===== config.mk =====
export PLATFORM = sky130hd
export DESIGN_NAME = async_bundle_rx_ctrl
export DESIGN_NICKNAME = d
export VERILOG_FILES = /design/src/rtl/async_rx_pkg.sv /design/src/rtl/sync_2ff_rst.sv /design/src/rtl/async_bundle_rx_ctrl.sv
export SDC_FILE = /design/constraint.sdc
export NUM_CORES = 1
export LEC_CHECK = 0
export CAP_MARGIN = 40
export CORE_AREA = 2 2 56 58
export CTS_BUF_LIST = sky130_fd_sc_hd__clkbuf_16
export DETAILED_ROUTE_END_ITERATION = 7
export DIE_AREA = 0 0 58 60
export GPL_TIMING_DRIVEN = 1
export MAX_ROUTING_LAYER = met4
export PLACE_DENSITY = 0.57
export SLEW_MARGIN = 20
export SYNTH_ARGS = -nofsm -noshare
export SYNTH_HDL_FRONTEND = slang
export SYNTH_SLANG_ARGS = --single-unit

===== constraint.sdc =====
create_clock -name clk -period 1.8 [get_ports clk]
set_clock_uncertainty 0.05 [all_clocks]
set_input_delay 0.36 -clock clk [delete_from_list [all_inputs] [get_ports clk]]
set_output_delay 0.36 -clock clk [all_outputs]
set_load 0.03 [all_outputs]

===== src/rtl/async_rx_pkg.sv =====
// Shared types and limits for the asynchronous bundled-data receive controller.
package async_rx_pkg;

    // Handshake sequencing states.
    typedef enum logic [1:0] {
        IDLE   = 2'd0,
        SETTLE = 2'd1,
        ACK    = 2'd2
    } rx_state_e;

    // Largest settle delay the counter is sized for.
    localparam int MAX_SETTLE = 255;

    // Counter width able to hold the settle load value; never narrower than one bit.
    function automatic int cnt_width(input int settle);
        return (settle < 1) ? 1 : $clog2(settle + 1);
    endfunction

endpackage


===== src/rtl/sync_2ff_rst.sv =====
// Two-flop synchroniser for a single control bit, cleared to 0 by reset.
module sync_2ff_rst (
    input  logic clk,
    input  logic rst_n,
    input  logic i_d,
    output logic o_q
);

    logic r_meta;
    logic r_sync;

    // Retime the asynchronous bit through two flops to settle metastability.
    always_ff @(posedge clk or negedge rst_n) begin
        if (!rst_n) begin
            r_meta <= 1'b0;
            r_sync <= 1'b0;
        end else begin
            r_meta <= i_d;
            r_sync <= r_meta;
        end
    end

    assign o_q = r_sync;

endmodule


===== src/rtl/async_bundle_rx_ctrl.sv =====
// Receive side of a 4-phase bundled-data link: only req is synchronised; the data
// bus is sampled directly once it has had time to settle, then offered on valid/ready.
module async_bundle_rx_ctrl
    import async_rx_pkg::*;
#(
    parameter int WIDTH         = 8,
    parameter int SETTLE_CYCLES = 2
) (
    input  logic             clk,
    input  logic             rst_n,
    input  logic             async_req,
    input  logic [WIDTH-1:0] async_data,
    output logic             async_ack,
    output logic [WIDTH-1:0] sync_data,
    output logic             sync_valid,
    input  logic             sync_ready,
    output logic             proto_err
);

    // Out-of-range settings are clamped so the counter never needs to wrap.
    localparam int SETTLE_EFF = (SETTLE_CYCLES > MAX_SETTLE) ? MAX_SETTLE :
                                (SETTLE_CYCLES < 0)          ? 0          : SETTLE_CYCLES;
    localparam int CNT_W      = cnt_width(SETTLE_EFF);
    localparam logic [CNT_W-1:0] CNT_LOAD = CNT_W'(SETTLE_EFF);

    logic             w_req_s;
    rx_state_e        r_state;
    logic [CNT_W-1:0] r_cnt;
    logic             r_ack;
    logic             r_valid;
    logic [WIDTH-1:0] r_data;
    logic             r_perr;

    sync_2ff_rst u_req_sync (
        .clk   (clk),
        .rst_n (rst_n),
        .i_d   (async_req),
        .o_q   (w_req_s)
    );

    // Handshake FSM plus settle counter, capture register, consumer drain and error pulse.
    always_ff @(posedge clk or negedge rst_n) begin
        if (!rst_n) begin
            r_state <= IDLE;
            r_cnt   <= '0;
            r_ack   <= 1'b0;
            r_valid <= 1'b0;
            r_data  <= '0;
            r_perr  <= 1'b0;
        end else begin
            r_perr <= 1'b0;
            // Drain may happen in any state; capture never coincides because
            // SETTLE is only entered while the output slot is empty.
            if (r_valid && sync_ready) begin
                r_valid <= 1'b0;
            end
            case (r_state)
                IDLE: begin
                    // Hold off the producer (no ack) while the previous word is unconsumed.
                    if (w_req_s && !r_valid) begin
                        r_state <= SETTLE;
                        r_cnt   <= CNT_LOAD;
                    end
                end
                SETTLE: begin
                    if (!w_req_s) begin
                        r_state <= IDLE;
                        r_perr  <= 1'b1;
                    end else if (r_cnt == '0) begin
                        r_data  <= async_data;
                        r_valid <= 1'b1;
                        r_ack   <= 1'b1;
                        r_state <= ACK;
                    end else begin
                        r_cnt <= r_cnt - 1'b1;
                    end
                end
                ACK: begin
                    // Return to IDLE only once req is seen low, so a held req captures once.
                    if (!w_req_s) begin
                        r_ack   <= 1'b0;
                        r_state <= IDLE;
                    end
                end
                default: begin
                    r_state <= IDLE;
                    r_ack   <= 1'b0;
                end
            endcase
        end
    end

    assign async_ack  = r_ack;
    assign sync_data  = r_data;
    assign sync_valid = r_valid;
    assign proto_err  = r_perr;

endmodule

## After elaboration in Yosys (flattened, before gate mapping)

Cells that the tools add are included.

- Output and inout port bits: 11
- Bits in latches: 0
- Memory bits (writable): 0
- Input bits: 12
- Memory bits (read-only): 0
- Memories: 0
- Register bits: 17
- Word-level logic and storage cells: 47

- Magnitude comparators: 0
- Equal/unequal tests: 8
- Add/sub/neg operators: 1
- Reduce and logical (&&, ||, !) cells: 10
- Shift-type cells: 0
- Multiply operators: 0
- Mux-type cells: 19
- Div/mod/pow operators: 0
- Bitwise gates (word level): 1

Operator list:

| kind | count |
|---|---|
| $mux W2 | 7 |
| $mux W1 | 9 |
| $ne A2 B2 Y1 const B | 4 |
| $reduce_and A4 Y1 | 2 |
| $pmux W2 S3 | 1 |
| $reduce_and A3 Y1 | 2 |
| $logic_not A2 Y1 | 2 |
| $pmux W2 S2 | 1 |
| $ne A3 B3 Y1 const B | 1 |
| $pmux W1 S3 | 1 |
| $eq A2 B1 Y1 const B | 1 |
| $eq A2 B2 Y1 const B | 1 |
| $logic_and A1 B1 Y1 | 2 |
| $ne A2 B1 Y1 const B | 1 |
| $reduce_bool A2 Y1 | 1 |
| $sub A2 B1 Y2 const B | 1 |
| $logic_not A1 Y1 | 1 |
| $not A1 Y1 | 1 |

## Depth between registers and ports, before layout

- Depth after elaboration: 5
- Mapped depth: 5
- Mapped depth without buffers: 5

## Hierarchy

A second synthesis with hierarchy kept.

- Cell total of the unflattened synthesis: 51
- Area total of the unflattened synthesis: 698.2 um2

By module, submodules not included:

| module | sequential area each (um2) | cells an instance | times used | area each (um2) |
|---|---|---|---|---|
| async_bundle_rx_ctrl | 375.4 | 49 | 1 | 648.1 |
| sync_2ff_rst | 50.0 | 2 | 1 | 50.0 |

## Worst setup path after synthesis

OpenSTA, ideal clock, no wires.

- Path kind: register to register
- Start: register r_cnt[0]
- End: register r_cnt[1]
- Path buffers: 0
- Library setup time: 0.099 ns
- Slack: 0.502 ns
- Arrival time: 1.149 ns
- Clock period less this slack: 1.298 ns
- Cell stages (with the launch flop): 6
- Data required time: 1.651 ns
- Cell sequence: dfrtp_1 inv_1 ha_1 nor2b_1 and4b_1 a311oi_1

- Word-level cells in the longest chain between the ends: 4
- Elaborated cells between the ends (all ways): 7
- Those cells by class: add/sub: 1; eq/ne: 1; mux: 3; reduce/logical: 2

RTL lines:

| element | RTL line | text |
|---|---|---|
| from (decl) | async_bundle_rx_ctrl.sv:28 | `logic [CNT_W-1:0] r_cnt;` |
| from (signal assigned) | async_bundle_rx_ctrl.sv:75 | `r_cnt <= r_cnt - 1'b1;` |
| $sub A2 B1 Y2 | async_bundle_rx_ctrl.sv:75 |  |
| $mux W2 | async_bundle_rx_ctrl.sv:69 | `end else if (r_cnt == '0) begin` |
| $mux W2 | async_bundle_rx_ctrl.sv:66 | `if (!w_req_s) begin` |
| $pmux W2 S2 | async_bundle_rx_ctrl.sv:57 | `case (r_state)` |

Parallel ways exist; a longest one is shown, timed or not. The select of a mux whose other input is x is not followed.
A chain may end at the register's enable or synchronous reset.

## Final worst setup path

- Start: register r_valid, in the netlist sync_valid
- End: output port sync_valid

RTL lines:

| element | RTL line | text |
|---|---|---|
| from (decl) | async_bundle_rx_ctrl.sv:30 | `logic r_valid;` |
| from (signal assigned) | async_bundle_rx_ctrl.sv:47 | `r_valid <= 1'b0;` |
| from (signal assigned) | async_bundle_rx_ctrl.sv:55 | `r_valid <= 1'b0;` |
| from (signal assigned) | async_bundle_rx_ctrl.sv:71 | `r_valid <= 1'b1;` |
| to (decl) | async_bundle_rx_ctrl.sv:15 | `output logic sync_valid,` |

No word-level cell between the ends.

==> flow_metrics.py <==
metrics = {
    "place": {
        "routabilityCongestion": 0.668,
        "pre_cts_slack_ns": 0.348,
        "port_buffers": 22,
        "dp_cells": 105,
    },
    "routing": {
        "drtIter0Drc": 7,
        "vias": 484,
        "drc": 0,
        "drtPass1Iterations": 3,
        "wl_um": 1370,
        "routed_via_density": 4.44,
        "wire_per_inst_um": 12.6,
        "ant_nets": 0,
    },
    "timing": {
        "slew_viol_final": 0,
        "rsz0062_at_grt": "false",
        "layout_setup_ws_ns": 0.0977,
        "fmax_ghz": 0.587,
        "period_share_pct": 94.6,
        "final_hold_viol_count": 0,
        "finalSetupViolations": 0,
        "fin_crit_ns": 1.70,
        "max-slew-margin-rel_pct": 79.2,
        "timing.setup.tns_ns": 0,
        "tightest_slew_ns": 0.310,
        "whs_ns": 0.293,
    },
    "floorplan": {
        "die_x_um": 58,
        "die_area_um2": 3480,
        "core-area_um2": 2900,
        "rows": 20,
        "die_y_um": 60,
        "start_util_pct": 23.6,
        "io_pins": 23,
    },
    "cts": {
        "cts_tree": "yes",
        "insertion_delay_ns": 0.25,
        "htree_num_levels": 1,
        "clkTransAtPathRegs_ns": 0.05,
        "cts.sinks": 17,
        "clk_root_buffer_cell": "clkbuf_16",
        "postCtsResizedCells": 0,
        "clockBufferDepth": 2,
        "postCtsSetupBuffers": 0,
        "numCtsBuffers": 3,
        "cts_hold_buf": 0,
    },
    "global_route": {
        "overflow": 0,
        "grt_pass1_vias": 496,
        "antenna_found_initial": 0,
        "grt_pass1_wl_um": 2260,
        "grt_max_degree": 18,
        "grt_usage_pct": 9.36,
    },
    "synth": {
        "ys.warnings.count": 0,
        "synth_ff_type": "dfrtp_1",
        "synth_cell_types": 21,
        "synth_area_um2": 684,
        "ys_seq_area_share_pct": 62.2,
        "synthCells": 50,
        "synthesis.nets": 63,
        "yosys_register_bits": 17,
        "synth-edff-count": 0,
        "synth.avg_cell_area_um2": 13.7,
        "async_flop_share_pct": 100,
    },
    "worst_setup_path": {
        "crit_type": "register to primary output",
        "worstReg2RegEnd": "sync_data[7]",
        "cp-start-kind": "register",
        "cpLargestDelayFamily": "buffers and inverters",
        "worst_r2r_path_depth": 4,
        "cp_num_cells": 1,
        "crit_required_ns": 1.39,
        "reg2reg_slack_ns": 0.33,
        "crit_path_max_fanout": 3,
        "crit_path_top_delay_cell": "clkdlybuf4s50_1",
        "cp_cell_sequence": "clkdlybuf4s50_1",
        "slowest_delay_ns": 0.68,
        "path_buf_inv": 1,
        "end_kind": "primary output",
        "timing.rr.start": "r_cnt[1]",
        "worstPathArrival_ns": 1.29,
    },
    "power_and_ir_drop": {
        "seqPwrFrac_pct": 34.2,
        "p_per_area_nw_per_um2": 1730,
        "total_power_mw": 1.78,
        "ir_drop_mv": 1.00,
        "switching_share_pct": 34.5,
        "p_int_mw": 1.16,
        "leakage_nw": 0.431,
        "p_clk_share_pct": 24.9,
        "combPwrFrac_pct": 40.9,
        "power.switching_mw": 0.613,
    },
    "hold_path": {
        "holdPathEnd": "u_req_sync.o_q",
        "worstHoldStart": "u_req_sync.r_meta",
        "hold_path_class": "register to register",
        "hold_depth": 0,
    },
    "cells_and_area": {
        "final_common_cell": "clkdlybuf4s50_1",
        "syn_to_final_growth_pct": 50.1,
        "diodes": 0,
        "drive_above_1_share_pct": 17.1,
        "nets": 90,
        "final_cell_mix": "22 x clkdlybuf4s50_1, 17 x dfrtp_1, 8 x mux2_2",
        "fin_cells": 109,
    },
    "outcome": {
        "status": "finished, final reports clean",
    },
    "flow_run": {
        "drv_cap": 0,
    },
}
## sequential cells by signal, summed over array words and instances, names as in the netlist
signal             cells
sync_data              8
r_cnt                  2
r_state                2
async_ack              1
proto_err              1
sync_valid             1
u_req_sync.o_q         1
u_req_sync.r_meta      1
## how the worst max path moves through the flow
stage	to	start	slack, ns
global placement	sync_data[6]	r_cnt[0]	0.37
global route	sync_valid	sync_valid	0.07
finish	sync_valid	sync_valid	0.1
detailed placement	sync_data[7]	r_cnt[0]	0.35
floorplan	r_cnt[1]	r_cnt[0]	0.50
CTS	sync_valid	sync_valid	0.09
## power groups by stage
stage | Clock (mW) | Sequential, mW | Combinational (mW)
CTS | 0.455 | 0.610 | 0.737
global placement | 0 | 0.608 | 0.717
global route | 0.465 | 0.629 | 0.768
detailed placement | 0 | 0.615 | 0.729
finish | 0.442 | 0.608 | 0.727
floorplan | 0 | 0.818 | 0.220
## synthesized netlist by cell type (2+ instances only)
master | instances | area, µm²
dfrtp_1 | 17 | 425
mux2_2 | 8 | 90.1
inv_1 | 3 | 11.3
nor2b_1 | 3 | 18.8
nand2b_1 | 2 | 12.5
o21ai_0 | 2 | 10.0
## routing by layer
| layer | global-route usage [%] | share of wire, % |
|---|---|---|
| met1 | 9.10 | 40 |
| met2 | 16.4 | 51 |
| met3 | 4.55 | 7.5 |
| met4 | 2.99 | 1.0 |
| met5 | - | 0 |
## cell families after synthesis
family          share of synthesized area [%]
compound gates                           6.40
mux                                      13.2
simple gates                             14.1
fa+ha+maj                                1.83
buf+inv                                  2.38
flops                                    62.2
## layout make-up
type / count / area [µm²]
Fill cell: 292 / 1880
Sequential cell: 17 / 425
Multi-Input combinational cell: 29 / 243
Timing Repair Buffer: 23 / 228
Clock buffer: 3 / 75.1
Tap cell: 33 / 41.3
Inverter: 3 / 11.3
Clock inverter: 1 / 3.75
## through the flow
stage / util (%) / cell area [µm²]
3_5_place_dp: 32.7 / 948
2_1_floorplan: - / 684
4_1_cts: 35.4 / 1030
6_report: 35.4 / 1030
3_3_place_gp: 32.7 / 948
5_1_grt: 35.4 / 1030
No activity file was read; power rests on OpenSTA's default activity.
